<file path="src/rtl/router_pkg.sv">
// rtl/router_pkg.sv - shared types and header field layout for the router ingress block
package router_pkg;

  localparam int NUM_PORTS = 3;
  localparam logic [1:0] ADDR_INVALID = 2'b11;

  // Header byte layout: {len[5:0], addr[1:0]}
  localparam int HDR_ADDR_LSB = 0;
  localparam int HDR_ADDR_MSB = 1;
  localparam int HDR_LEN_LSB  = 2;
  localparam int HDR_LEN_MSB  = 7;

  typedef enum logic [2:0] {
    IDLE    = 3'd0,
    PAYLOAD = 3'd1,
    PARITY  = 3'd2,
    HOLD    = 3'd3,
    CHECK   = 3'd4,
    DROP    = 3'd5
  } state_t;

  // One-hot FIFO select; the invalid address selects nothing
  function automatic logic [NUM_PORTS-1:0] port_onehot(input logic [1:0] a);
    logic [NUM_PORTS-1:0] r;
    r = '0;
    if (a != ADDR_INVALID) r[a] = 1'b1;
    return r;
  endfunction

endpackage

</file>
<file path="src/rtl/router_parity.sv">
// rtl/router_parity.sv - running XOR parity over header and payload, compared against the parity byte
module router_parity (
  input  logic       clk,
  input  logic       reset,
  input  logic       load,
  input  logic       accum,
  input  logic       check,
  input  logic [7:0] data_in,
  input  logic [7:0] check_byte,
  output logic       err
);

  logic [7:0] par;

  // Header restarts the parity and clears the sticky error; check latches the compare result
  always_ff @(posedge clk or posedge reset) begin
    if (reset) begin
      par <= '0;
      err <= 1'b0;
    end else begin
      if (load) begin
        par <= data_in;
        err <= 1'b0;
      end else if (accum) begin
        par <= par ^ data_in;
      end
      if (check) err <= (check_byte != par);
    end
  end

endmodule

</file>
<file path="src/rtl/router_ingress.sv">
// rtl/router_ingress.sv - packet ingress FSM, byte counter and output register; parity check under ROUTER_PARITY_CHECK_EN
module router_ingress
  import router_pkg::*;
(
  input  logic                 clk,
  input  logic                 reset,
  input  logic                 pkt_valid,
  input  logic [7:0]           data_in,
  input  logic [NUM_PORTS-1:0] fifo_full,
  output logic                 busy,
  output logic [7:0]           data_out,
  output logic [NUM_PORTS-1:0] write_enb,
  output logic                 lfd_state,
  output logic                 parity_done,
  output logic                 err
);

  state_t     state;
  state_t     ret_state;
  logic [1:0] addr;
  logic [5:0] cnt;
  logic       pend;
  logic       par_got;
  logic       lfd_q;

  logic [1:0] hdr_addr;
  logic [5:0] hdr_len;
  logic       dst_full;
  logic       stall;
  logic       hdr_blocked;
  logic       accept;
  logic       enter_check;

  assign hdr_addr    = data_in[HDR_ADDR_MSB:HDR_ADDR_LSB];
  assign hdr_len     = data_in[HDR_LEN_MSB:HDR_LEN_LSB];
  assign dst_full    = fifo_full[addr];
  assign stall       = pend & dst_full;
  assign hdr_blocked = (hdr_addr != ADDR_INVALID) && fifo_full[hdr_addr];
  assign accept      = pkt_valid & ~busy;

  // The registered byte is strobed only when its FIFO can take it this cycle
  assign write_enb = (pend && !dst_full) ? port_onehot(addr) : '0;
  assign lfd_state = lfd_q & (|write_enb);

  // CHECK is entered only once the parity byte has actually been written
  assign enter_check = ((state == PARITY) && par_got && !stall) ||
                       ((state == HOLD) && !dst_full && (ret_state == CHECK));

  // Busy tells the source to hold data_in: blocked header, stalled write, HOLD, CHECK
  always_comb begin
    busy = 1'b0;
    case (state)
      IDLE:        busy = pkt_valid & hdr_blocked;
      PAYLOAD:     busy = stall;
      PARITY:      busy = par_got | stall;
      HOLD, CHECK: busy = 1'b1;
      default:     busy = 1'b0;
    endcase
    if (reset) busy = 1'b0;
  end

  // Packet FSM: accept bytes, count payload, park a stalled write in HOLD
  always_ff @(posedge clk or posedge reset) begin
    if (reset) begin
      state       <= IDLE;
      ret_state   <= IDLE;
      addr        <= '0;
      cnt         <= '0;
      pend        <= 1'b0;
      par_got     <= 1'b0;
      lfd_q       <= 1'b0;
      data_out    <= '0;
      parity_done <= 1'b0;
    end else begin
      parity_done <= enter_check;
      if (pend && !dst_full) begin
        pend  <= 1'b0;
        lfd_q <= 1'b0;
      end
      case (state)
        IDLE: begin
          if (accept) begin
            if (hdr_addr == ADDR_INVALID) begin
              state <= DROP;
            end else begin
              data_out <= data_in;
              addr     <= hdr_addr;
              cnt      <= hdr_len;
              pend     <= 1'b1;
              lfd_q    <= 1'b1;
              state    <= (hdr_len == 6'd0) ? PARITY : PAYLOAD;
            end
          end
        end
        PAYLOAD: begin
          if (stall) begin
            ret_state <= PAYLOAD;
            state     <= HOLD;
          end else if (accept) begin
            data_out <= data_in;
            pend     <= 1'b1;
            cnt      <= cnt - 6'd1;
            if (cnt == 6'd1) state <= PARITY;
          end
        end
        PARITY: begin
          if (stall) begin
            ret_state <= par_got ? CHECK : PARITY;
            state     <= HOLD;
          end else if (par_got) begin
            state <= CHECK;
          end else if (accept) begin
            data_out <= data_in;
            pend     <= 1'b1;
            par_got  <= 1'b1;
          end
        end
        HOLD: begin
          if (!dst_full) state <= ret_state;
        end
        CHECK: begin
          par_got <= 1'b0;
          state   <= IDLE;
        end
        DROP: begin
          if (!pkt_valid) state <= IDLE;
        end
        default: state <= IDLE;
      endcase
    end
  end

`ifdef ROUTER_PARITY_CHECK_EN
  logic hdr_acc;
  logic pay_acc;

  assign hdr_acc = (state == IDLE) && accept && (hdr_addr != ADDR_INVALID);
  assign pay_acc = (state == PAYLOAD) && accept;

  router_parity u_parity (
    .clk        (clk),
    .reset      (reset),
    .load       (hdr_acc),
    .accum      (pay_acc),
    .check      (enter_check),
    .data_in    (data_in),
    .check_byte (data_out),
    .err        (err)
  );
`else
  assign err = 1'b0;
`endif

endmodule

</file>
<file path="config.mk">
export PLATFORM = sky130hd
export DESIGN_NAME = router_ingress
export DESIGN_NICKNAME = d
export VERILOG_FILES = /design/src/rtl/router_pkg.sv /design/src/rtl/router_parity.sv /design/src/rtl/router_ingress.sv
export SDC_FILE = /design/constraint.sdc
export NUM_CORES = 1
export LEC_CHECK = 0
export ABC_AREA = 1
export ABC_CLOCK_PERIOD_IN_PS = 1600
export CAP_MARGIN = 25
export CORE_MARGIN = 2
export CORE_UTILIZATION = 47
export DETAILED_ROUTE_END_ITERATION = 16
export PLACE_DENSITY = 0.79
export SLEW_MARGIN = 25
export SYNTH_ARGS = -nofsm -noshare
export SYNTH_HDL_FRONTEND = slang
export SYNTH_HIERARCHICAL = 1
export SYNTH_SLANG_ARGS = --single-unit
</file>
<file path="constraint.sdc">
create_clock -name clk -period 1.6 [get_ports clk]
set_input_delay 0.24 -clock clk [delete_from_list [all_inputs] [get_ports clk]]
set_output_delay 0.24 -clock clk [all_outputs]
set_load 0.02 [all_outputs]
</file>
After elaboration in Yosys (flattened, before gate mapping) --
Cells that the tools add are included.
Cells by class: bitwise logic cells 7, equality and inequality tests 23, add/sub/neg operators 1, reduce and logical (&&, ||, !) cells 24, $lt $le $gt $ge 3, mux-type cells 53
Operators with widths (number):
- 8-bit two-way mux | 6
- 3-bit two-way mux | 14
- 6-bit two-way mux | 4
- 2-bit inequality test, second input constant | 12
- 8-bit case mux with 3 select lines | 1
- 1-bit two-way mux | 18
- 3-bit case mux with 5 select lines | 1
- 6-bit case mux with 2 select lines | 1
- 6-bit AND reduction | 2
- 3-bit == test, second input constant | 3
- 3-bit inequality test, second input constant | 3
- 1-bit logical AND | 7
- 3-bit by 2-bit == test with 1-bit output, second input constant | 2
- 6-bit by 1-bit == test with 1-bit output, second input constant | 1
- 6-bit logical NOT | 1
- 2-bit by 3-bit less-than comparator with 1-bit output, second input constant | 2
- 3-bit case mux with 2 select lines | 1
- 3-bit AND reduction | 2
- 2-bit nonzero test | 3
- 6-bit by 1-bit subtractor with 6-bit output, second input constant | 1
- 5-bit AND reduction | 1
- 1-bit bitwise AND | 4
- 1-bit binary-select mux with 2-bit select | 2
- 1-bit case mux with 4 select lines | 1
- 16 further kinds | 18
Word-level totals: word-level logic and storage cells 120, bits of input ports 14, output and inout port bits 15, register bits after elaboration 26

Logic depth before layout (Yosys ltp) --
Gate-level depths: netlist of the first run.
depth after elaboration 12, gate-level depth with buffers 12, mapped depth without buffers 12

Least setup slack after synthesis of the first run --
OpenSTA, ideal clock, no wires.
path type flip-flop to flip-flop, start register state[0], end register cnt[0], required time 1.480 ns, buffers on the path 1, arrival 1.484 ns, library setup time 0.120 ns, path slack -0.004 ns, stages on the path, launching flop included 12, clock period less this slack 1.604 ns, path through dfrtp_1 > nor2_2 > nand2_2 > nor2_1 > nand3_1 > nand3_2 > nand2_4 > nand2_4 > inv_4 > nand2_2 > buf_6 > a21oi_2
On the way: cells in the longest elaborated chain, start to end 8, elaborated cells between the ends (all ways) 17, classes of those cells 8 x eq/ne; 3 x mux; 2 x bitwise; 4 x reduce/logical
Ends and longest elaborated chain:
- from (decl) | RTL line router_ingress.sv:18 | state_t state;
- from (signal assigned) | RTL line router_ingress.sv:91 | state <= (hdr_len == 6'd0) ? PARITY : PAYLOAD;
- from (signal assigned) | RTL line router_ingress.sv:119 | if (!dst_full) state <= ret_state;
- 3-bit by 2-bit == test with 1-bit output or 3-bit == test (tied branches) | RTL line router_ingress.sv:52 | case (state)
- 2-bit OR reduction | RTL line router_ingress.sv:52
- 1-bit case mux with 4 select lines | RTL line router_ingress.sv:52
- 1-bit two-way mux | RTL line router_ingress.sv:59 | if (reset) busy = 1'b0;
- 1-bit inverter | RTL line router_ingress.sv:39 | assign accept = pkt_valid & ~busy;
- 1-bit bitwise AND | RTL line router_ingress.sv:39
- 2-bit inequality test (no source line)
- 5-bit AND reduction (no source line)
- to (signal assigned) | RTL line router_ingress.sv:88 | cnt <= hdr_len;
- to (signal assigned) | RTL line router_ingress.sv:102 | cnt <= cnt - 6'd1;
- to (decl) | RTL line router_ingress.sv:21 | logic [5:0] cnt;
Parallel ways exist; a longest one is shown, timed or not. A chain may end at the register's enable or synchronous reset.

Final worst setup path of the first run --
start register addr[1], end output write_enb[0]
On the way: cells in the longest elaborated chain, start to end 6, elaborated cells between the ends (all ways) 12, classes of those cells 2 x order compare; 1 x eq/ne; 6 x mux; 3 x reduce/logical
Ends and longest elaborated chain:
- from (decl) | RTL line router_ingress.sv:20 | logic [1:0] addr;
- from (signal assigned) | RTL line router_ingress.sv:87 | addr <= hdr_addr;
- 2-bit by 3-bit less-than comparator with 1-bit output (implied by the code) or 2-bit by 1-bit greater-or-equal comparator with 1-bit output (tied branches) | RTL line router_pkg.sv:26 | if (a != ADDR_INVALID) r[a] = 1'b1;
- 1-bit logical AND (implied by the code) | RTL line router_pkg.sv:26
- 1-bit two-way mux (implied by the code) | RTL line router_pkg.sv:26
- 1-bit demux with 2-bit select | RTL line router_pkg.sv:26
- 3-bit two-way mux | RTL line router_pkg.sv:26
- 3-bit two-way mux * | RTL line router_ingress.sv:42 | assign write_enb = (pend && !dst_full) ? port_onehot(addr) : '0;
- to (decl) | RTL line router_ingress.sv:12 | output logic [NUM_PORTS-1:0] write_enb,
Every way passes the cells marked *; elsewhere a longest branch is shown, timed or not. The select of a mux whose other input is x is not followed.

==> results of run 1 <==
-- sequential cells by signal, indices dropped and copies added (netlist names) --
name and cells:
ret_state 3, cnt 6, parity_done 1, state 3, par_got 1, addr 2, data_out 8, lfd_q 1
pend 1
-- power breakdown --
part	total [mW]	switching (mW)	internal (mW)
combinational	3.81	2.12	1.69
sequential	1.24	0.265	0.972
clock	0.356	0.217	0.140
-- placed cells by master, fill, tap and decap left out, types with 2 or more instances in the layout --
cell type,netlist,routed
a21oi_1,3,2
a21oi_4,1,2
buf_4,1,49
buf_6,1,11
clkbuf_4,0,3
clkdlybuf4s50_1,0,17
dfrtp_1,26,24
dfrtp_2,0,2
dlymetal6s2s_1,0,5
ha_1,2,2
inv_1,26,19
inv_2,2,9
mux2i_1,2,2
nand2_1,44,36
nand2_2,7,11
nand2_4,4,6
nand2_8,0,3
nand3_1,22,8
nand3_2,3,14
nand3_4,3,6
nand4_1,2,2
nor2_1,15,11
nor2_2,3,5
nor2_4,0,2
nor3_1,4,2
nor3_2,0,2
o21ai_0,6,5
o21ai_1,2,2
o21ai_2,5,6
o22ai_1,5,4
xnor2_1,2,2
xor2_1,2,2
-- metal layers --
layer | routed length, um | track usage
met5 | 0 | 0
met4 | 238 | 0.144
met3 | 254 | 0.0252
met2 | 2820 | 0.488
met1 | 1950 | 0.335
-- cell type report --
| cell class | instances | area share |
|---|---|---|
| Multi-Input combinational cell | 147 | 0.403 |
| Sequential cell | 26 | 0.246 |
| Inverter | 29 | 0.0438 |
| Clock buffer | 4 | 0.0136 |
| Tap cell | 46 | 0.0216 |
| Timing Repair Buffer | 82 | 0.272 |
-- how the worst max path moves through the flow --
stage                           from            to
after floorplan             state[2]        cnt[0]
after global placement    data_in[0]          busy
after detailed placement  data_in[1]          busy
after CTS                    addr[1]  write_enb[0]
after global routing         addr[1]  write_enb[2]
final                        addr[1]  write_enb[0]
-- worst register-to-register path: cells and delay by family, from the launching register on --
| family | cells | cell delay [ns] |
|---|---|---|
| and+or+nand+nor | 8 | 0.76 |
| buffers and inverters | 3 | 0.32 |
| AOI/OAI and AO/OA | 1 | 0.32 |
| DFF | 1 | 0.48 |
-- cell families after synthesis --
logic type / Yosys count / synth area share
adder cells (fa/ha/maj): 2 / 0.0154
other: 1 / 0.00231
AO/OA/AOI/OAI: 27 / 0.114
XOR/XNOR: 4 / 0.0216
AND/OR/NAND/NOR: 110 / 0.354
buffers and inverters: 31 / 0.0801
multiplexers: 2 / 0.0123
flip-flops: 26 / 0.401
-- per-stage QoR --
stage,utilization,power [mW],TNS [ns]
2_1_floorplan,-,3.02,0
3_3_place_gp,0.670,4.02,-8.78
3_5_place_dp,0.670,4.10,-10.06
4_1_cts,0.765,5.06,-1.93
5_1_grt,0.797,5.78,-8.93
6_report,0.797,5.41,-6.68
-- timing repair --
action,CTS,global route
gates cloned,1,0
buffers inserted,11,5
hold buffers,0,0
pin swaps,21,17
gates resized for setup,84,18
setup endpoints to repair,27,35
hold endpoints to repair,0,0
-- synth_stat cells, drive strengths merged --
| master | number |
|---|---|
| nor3 | 4 |
| inv | 29 |
| xnor2 | 2 |
| nand2 | 55 |
| or2 | 1 |
| o2111ai | 1 |
| conb | 1 |
| o22ai | 5 |
| mux2i | 2 |
| buf | 2 |
| o21ai | 13 |
| nand3 | 28 |
| a21boi | 1 |
| xor2 | 2 |
| a31oi | 1 |
| nor2 | 18 |
| a211oi | 1 |
| nand3b | 1 |
| ha | 2 |
| a21oi | 5 |
| nand4 | 2 |
| nor4 | 1 |
| dfrtp | 26 |
==> out/summary.txt, run 1 <==
Final instance area: 2660 sq um
YS warnings: 6
Minimum clock period: 1.97 ns
Clock root buffer: clkbuf_4
Dpl cell area: 2230 sq um
Rows: 21
Setup violations, final: 30
Final hold slack: 0.333 ns
Initial antenna violation count: 0
Slowest stage cell, crit path: dfrtp_1
Outcome: finished, violations left
Reg-to-reg startpoint: addr[1]
Fillers: 193
Yosys top cell by area: dfrtp_1
Final WL: 5.27 mm
Worst-skew pair later-pin latency: 0.34 ns
CP Class: flop to output port
#FFs+latches synth: 26
WL/cell: 15.8 um
Placed Cells incl. Taps: 314
Multi-input gate area: 1070 sq um
Vias: 1809
Worst Setup End Kind: output port
Die Wd: 62.8 um
Endpoints failing hold: 0
Vias in the first global route: 1849
Longest Clk Path Bufs: 2
Lkg Pwr: 1.39 nW
Sequential cell area: 653 sq um
Crit path launch type: flop
Critical Path Stages: 5
Critical path fanouts, max: 5
Synthesized net count: 219
Layout cell share with drive strength beyond 1: 0.476
TritonCTS Buffers: 3
Final WS setup: -0.373 ns
Buffers on Ports: 27
Worst reg2reg setup slack: -0.33 ns
Max cap viols: 0
CTS tree: done
Drc violations: 0
Min-delay worst type: input port to asynchronous set/reset pin
Reg2reg path depth: 12
Post-route clock period utilization: 1.23
Failing checks: setup timing
GRT Resource Usage Total: 0.277
F_max: 507 MHz
Mapped Cells: 203
Reg-to-reg critical path endpoint: data_out[0]
RSZ-0062 raised after global routing: true
First-pass GRT wire length: 8.63 mm
Final slew viol count: 0
GRT overflow: 0
Power density over cell area: 2030 nW/um^2
Core ar.: 3340 sq um
Worst Path Buf+Inv: 2
Hpwl dp: 3.12 mm
Initial core utilization: 0.487
Sequential-to-total area share from yosys stat: 0.401
Pre-CTS worst setup slack: -0.510 ns
Die Ht: 62.8 um
N_diodes: 0
Antenna Nets Post-Route: 0
Via density per instance: 5.42
I/O pin count: 29
Clock Sinks: 26
H-tree levels: 1
Required time of the critical path: 1.36 ns
Post-Syn Area per Cell: 8.00 sq um
DRT Pass-1 Iters: 4
Die ar.: 3940 sq um
Worst-path clk slew: 0.16 ns
Largest net degree at the start of global routing: 27
Final Wtd Congestion: 0.862
Yosys top cell area share: 0.401
Cells taking the most area after synthesis: dfrtp_1, nand2_1, nand3_1, inv_1, nor2_1
Netlist area before placement: 1620 sq um
Synth cell types: 35
Clock skew: 0.0144 ns
CP delay by family, top: simple AND/OR/NAND/NOR gates
Cells along the critical path: inv_2 -> nand3_2 -> nand4_1 -> nor3_2 -> buf_4
Peak per-stage delay on the critical path: 0.48 ns
Area grow syn2layout: 63.7%
Max VDD drop: 1.18 mV
DR iter-0 viols: 136
Net count, final: 305
Final std cells w/o fill: 334
Arrival time at the worst endpoint: 1.73 ns
No activity file was read; power rests on OpenSTA's default activity.
==> inputs of run 2 (changes only) <==
--- a/config.mk
+++ b/config.mk
@@ -5,11 +5,11 @@
 export SDC_FILE = /design/constraint.sdc
 export NUM_CORES = 1
 export LEC_CHECK = 0
-export ABC_AREA = 1
+export ABC_AREA = 0
 export ABC_CLOCK_PERIOD_IN_PS = 1600
 export CAP_MARGIN = 25
 export CORE_MARGIN = 2
-export CORE_UTILIZATION = 47
+export CORE_UTILIZATION = 48
 export DETAILED_ROUTE_END_ITERATION = 16
 export PLACE_DENSITY = 0.79
 export SLEW_MARGIN = 25
==> run 2 against run 1 <==
- the flow still finishes with violations (setup timing)
- routed wire length increased by 50%
- sequential share of layout area down 3.6 points
- via count increased by 23%
- largest power group unchanged
==> out/summary.txt, run 2 <==
Area grow syn2layout: 69.4% (was 63.7%)
Async S/R FF share, synth: 1.00 (unchanged)
N_diodes: 0 (unchanged)
Via density per instance: 6.43 (was 5.42)
CTS tree: done (unchanged)
Antenna Nets Post-Route: 0 (unchanged)
Rows: 22 (was 21)
Cells along the critical path: nor2b_1 -> a21oi_4 -> buf_4 -> buf_6 -> a21oi_2 -> o221ai_2 -> nand2_4 -> mux2_4 (was inv_2 -> nand3_2 -> nand4_1 -> nor3_2 -> buf_4)
Final WS setup: -0.570 ns (was -0.373 ns)
Peak per-stage delay on the critical path: 0.45 ns (was 0.48 ns)
Post-CTS Hold Fix Bufs: 0 (unchanged)
Final slew viol count: 0 (unchanged)
YS warnings: 6 (unchanged)
Clock skew: 0.0119 ns (was 0.0144 ns)
Top_reg_cell synth: dfrtp_1 (unchanged)
Final std cells w/o fill: 347 (was 334)
Placed Cells incl. Taps: 322 (was 314)
Net count, final: 316 (was 305)
Worst-skew pair later-pin latency: 0.29 ns (was 0.34 ns)
Largest net degree at the start of global routing: 27 (unchanged)
Most frequent cells in the layout: buf_4, dfrtp_1, clkdlybuf4s50_1, nor2_1, buf_6 (was buf_4, nand2_1, dfrtp_1, inv_1, clkdlybuf4s50_1)
Synth cell types: 58 (was 35)
Commonest cells in the netlist: dfrtp_1, nor2_1, nand2_1 (was nand2_1, dfrtp_1, inv_1)
Largest register by flop count: data_out (unchanged)
Die Wd: 65.9 um (was 62.8 um)
Longest Clk Path Bufs: 2 (unchanged)
Endpoints failing hold: 0 (unchanged)
Clock root buffer: clkbuf_8 (was clkbuf_4)
Min-delay worst type: input port to asynchronous set/reset pin (unchanged)
TritonCTS Buffers: 3 (unchanged)
RSZ-0062 raised after global routing: true (unchanged)
Vias in the first global route: 2241 (was 1849)
Regs by FF count: data_out (8), cnt (6) (unchanged)
F_max: 461 MHz (was 507 MHz)
Worst-path clk slew: 0.11 ns (was 0.16 ns)
Slowest stage cell, crit path: dfrtp_1 (unchanged)
H-tree levels: 1 (unchanged)
Die ar.: 4350 sq um (was 3940 sq um)
Failing checks: setup timing (unchanged)
Yosys top cell area share: 0.353 (was 0.401)
Lkg Pwr: 1.37 nW (was 1.39 nW)
Max cap viols: 0 (unchanged)
Post-route clock period utilization: 1.36 (was 1.23)
Netlist area before placement: 1840 sq um (was 1620 sq um)
Drc violations: 0 (unchanged)
Final hold slack: 0.515 ns (was 0.333 ns)
GRT Resource Usage Total: 0.347 (was 0.277)
Minimum clock period: 2.17 ns (was 1.97 ns)
Synthesized net count: 216 (was 219)
Number of flip-flops under the largest register name: 8 (unchanged)
Power density over cell area: 2310 nW/um^2 (was 2030 nW/um^2)
Yosys top cell by area: dfrtp_1 (unchanged)
Buffers on Ports: 27 (unchanged)
Crit path launch type: flop (unchanged)
GRT overflow: 0 (unchanged)
DR iter-0 viols: 167 (was 136)
Cells taking the most area after synthesis: dfrtp_1, mux2_4, nor2_1, a21oi_1, o21ai_0 (was dfrtp_1, nand2_1, nand3_1, inv_1, nor2_1)
First-pass GRT wire length: 11.4 mm (was 8.63 mm)
Mapped Cells: 200 (was 203)
Post-Syn Area per Cell: 9.21 sq um (was 8.00 sq um)
Required time of the critical path: 1.77 ns (was 1.36 ns)
Core ar.: 3690 sq um (was 3340 sq um)
Initial core utilization: 0.499 (was 0.487)
Number of synthesized flops with an enable pin: 0 (unchanged)
WL/cell: 22.7 um (was 15.8 um)
#FFs+latches synth: 26 (unchanged)
Worst-Margin Slew: 0.605 ns
CP Class: flop to flop (was flop to output port)
Worst Path Buf+Inv: 2 (unchanged)
Hpwl dp: 3.96 mm (was 3.12 mm)
Max VDD drop: 1.31 mV (was 1.18 mV)
Arrival time at the worst endpoint: 2.34 ns (was 1.73 ns)
Most common cell in the netlist: dfrtp_1 (was nand2_1)
Sequential-to-total area share from yosys stat: 0.353 (was 0.401)
Vias: 2232 (was 1809)
Final WL: 7.88 mm (was 5.27 mm)
Clock Sinks: 26 (unchanged)
Critical path fanouts, max: 8 (was 5)
Outcome: finished, violations left (unchanged)
Pre-CTS worst setup slack: -0.834 ns (was -0.510 ns)
Worst Setup End Kind: flop (was output port)
CP delay by family, top: simple AND/OR/NAND/NOR gates (unchanged)
Final Wtd Congestion: 0.867 (was 0.862)
Layout cell share with drive strength beyond 1: 0.505 (was 0.476)
I/O pin count: 29 (unchanged)
Setup violations, final: 28 (was 30)
Slew HR: 0.594
Die Ht: 65.9 um (was 62.8 um)
Most common cell after layout, fill and taps aside: buf_4 (unchanged)
DRT Pass-1 Iters: 4 (unchanged)
Initial antenna violation count: 0 (unchanged)
run 2: worst register-to-register path: stages (launching register included):
cell and delay (ns):
dfrtp_1 0.45, nor2b_1 0.36, a21oi_4 0.11, buf_4 0.15
buf_6 0.11, a21oi_2 0.18, o221ai_2 0.16, nand2_4 0.21
mux2_4 0.33
run 2: path summary, 6_finish.rpt:
path / end / slack [ns] / start / depth (start not counted)
max: data_out[4] / -0.57 / addr[0] / 8
min: lfd_q / 0.51 / reset / 3
max reg2reg: data_out[4] / -0.57 / addr[0] / 8
min reg2reg: lfd_q / 0.52 / lfd_q / 2
max in group asynchronous: state[2] / 0.81 / reset / 3
min in group clk: lfd_q / 0.52 / lfd_q / 2
run 2: stage by stage:
stage | utilization | cell area [sq um] | total power [mW] | TNS (ns)
2_1_floorplan | - | 1870 | 3.61 | -3.07
3_5_place_dp | 0.699 | 2580 | 5.03 | -15.96
6_report | 0.846 | 3120 | 7.22 | -12.30
5_1_grt | 0.846 | 3120 | 7.54 | -13.47
4_1_cts | 0.790 | 2910 | 6.28 | -8.24
3_3_place_gp | 0.699 | 2580 | 4.90 | -14.82
run 2: timing repair:
action | 4_1_cts | 5_1_grt
setup endpoints to repair | 27 | 31
resized for setup | 64 | 44
setup buffers | 17 | 5
pin swaps | 15 | 17
run 2: kinds of logic (layout without fill, tap and decap cells):
logic type      after synthesis  after routing  share of synthesized area
simple gates                 71             71                      0.198
compound gates               68             68                      0.291
flops                        26             26                      0.353
buf+inv                      19            118                     0.0476
mux                          12             12                     0.0904
fa+ha+maj                     2              2                     0.0136
other cells                   1              1                    0.00204
xor+xnor                      1              1                    0.00476
run 2: layer usage:
layer  vias up  global-route usage  routed length (um)
met5         -                   0                   0
met4         0               0.145                 647
met3        69              0.0545                 509
met2       142               0.635                4030
met1      1079               0.399                2700
li1        942                   -                   -
run 2: power breakdown:
part	leakage (nW)	internal [mW]	switching [mW]
sequential	0.307	0.969	0.312
combinational	1.02	2.69	2.67
clock	0.0357	0.335	0.243
run 2: area by class of cell:
| class | instances | area, sq um |
|---|---|---|
| multi-input combinational | 155 | 1360 |
| timing repair buffer | 106 | 935 |
| sequential | 26 | 654 |
| fill | 192 | 568 |
| tap | 48 | 60.1 |
| clock buffer | 3 | 41.3 |
| inverter | 8 | 37.5 |
| clock inverter | 1 | 30.0 |
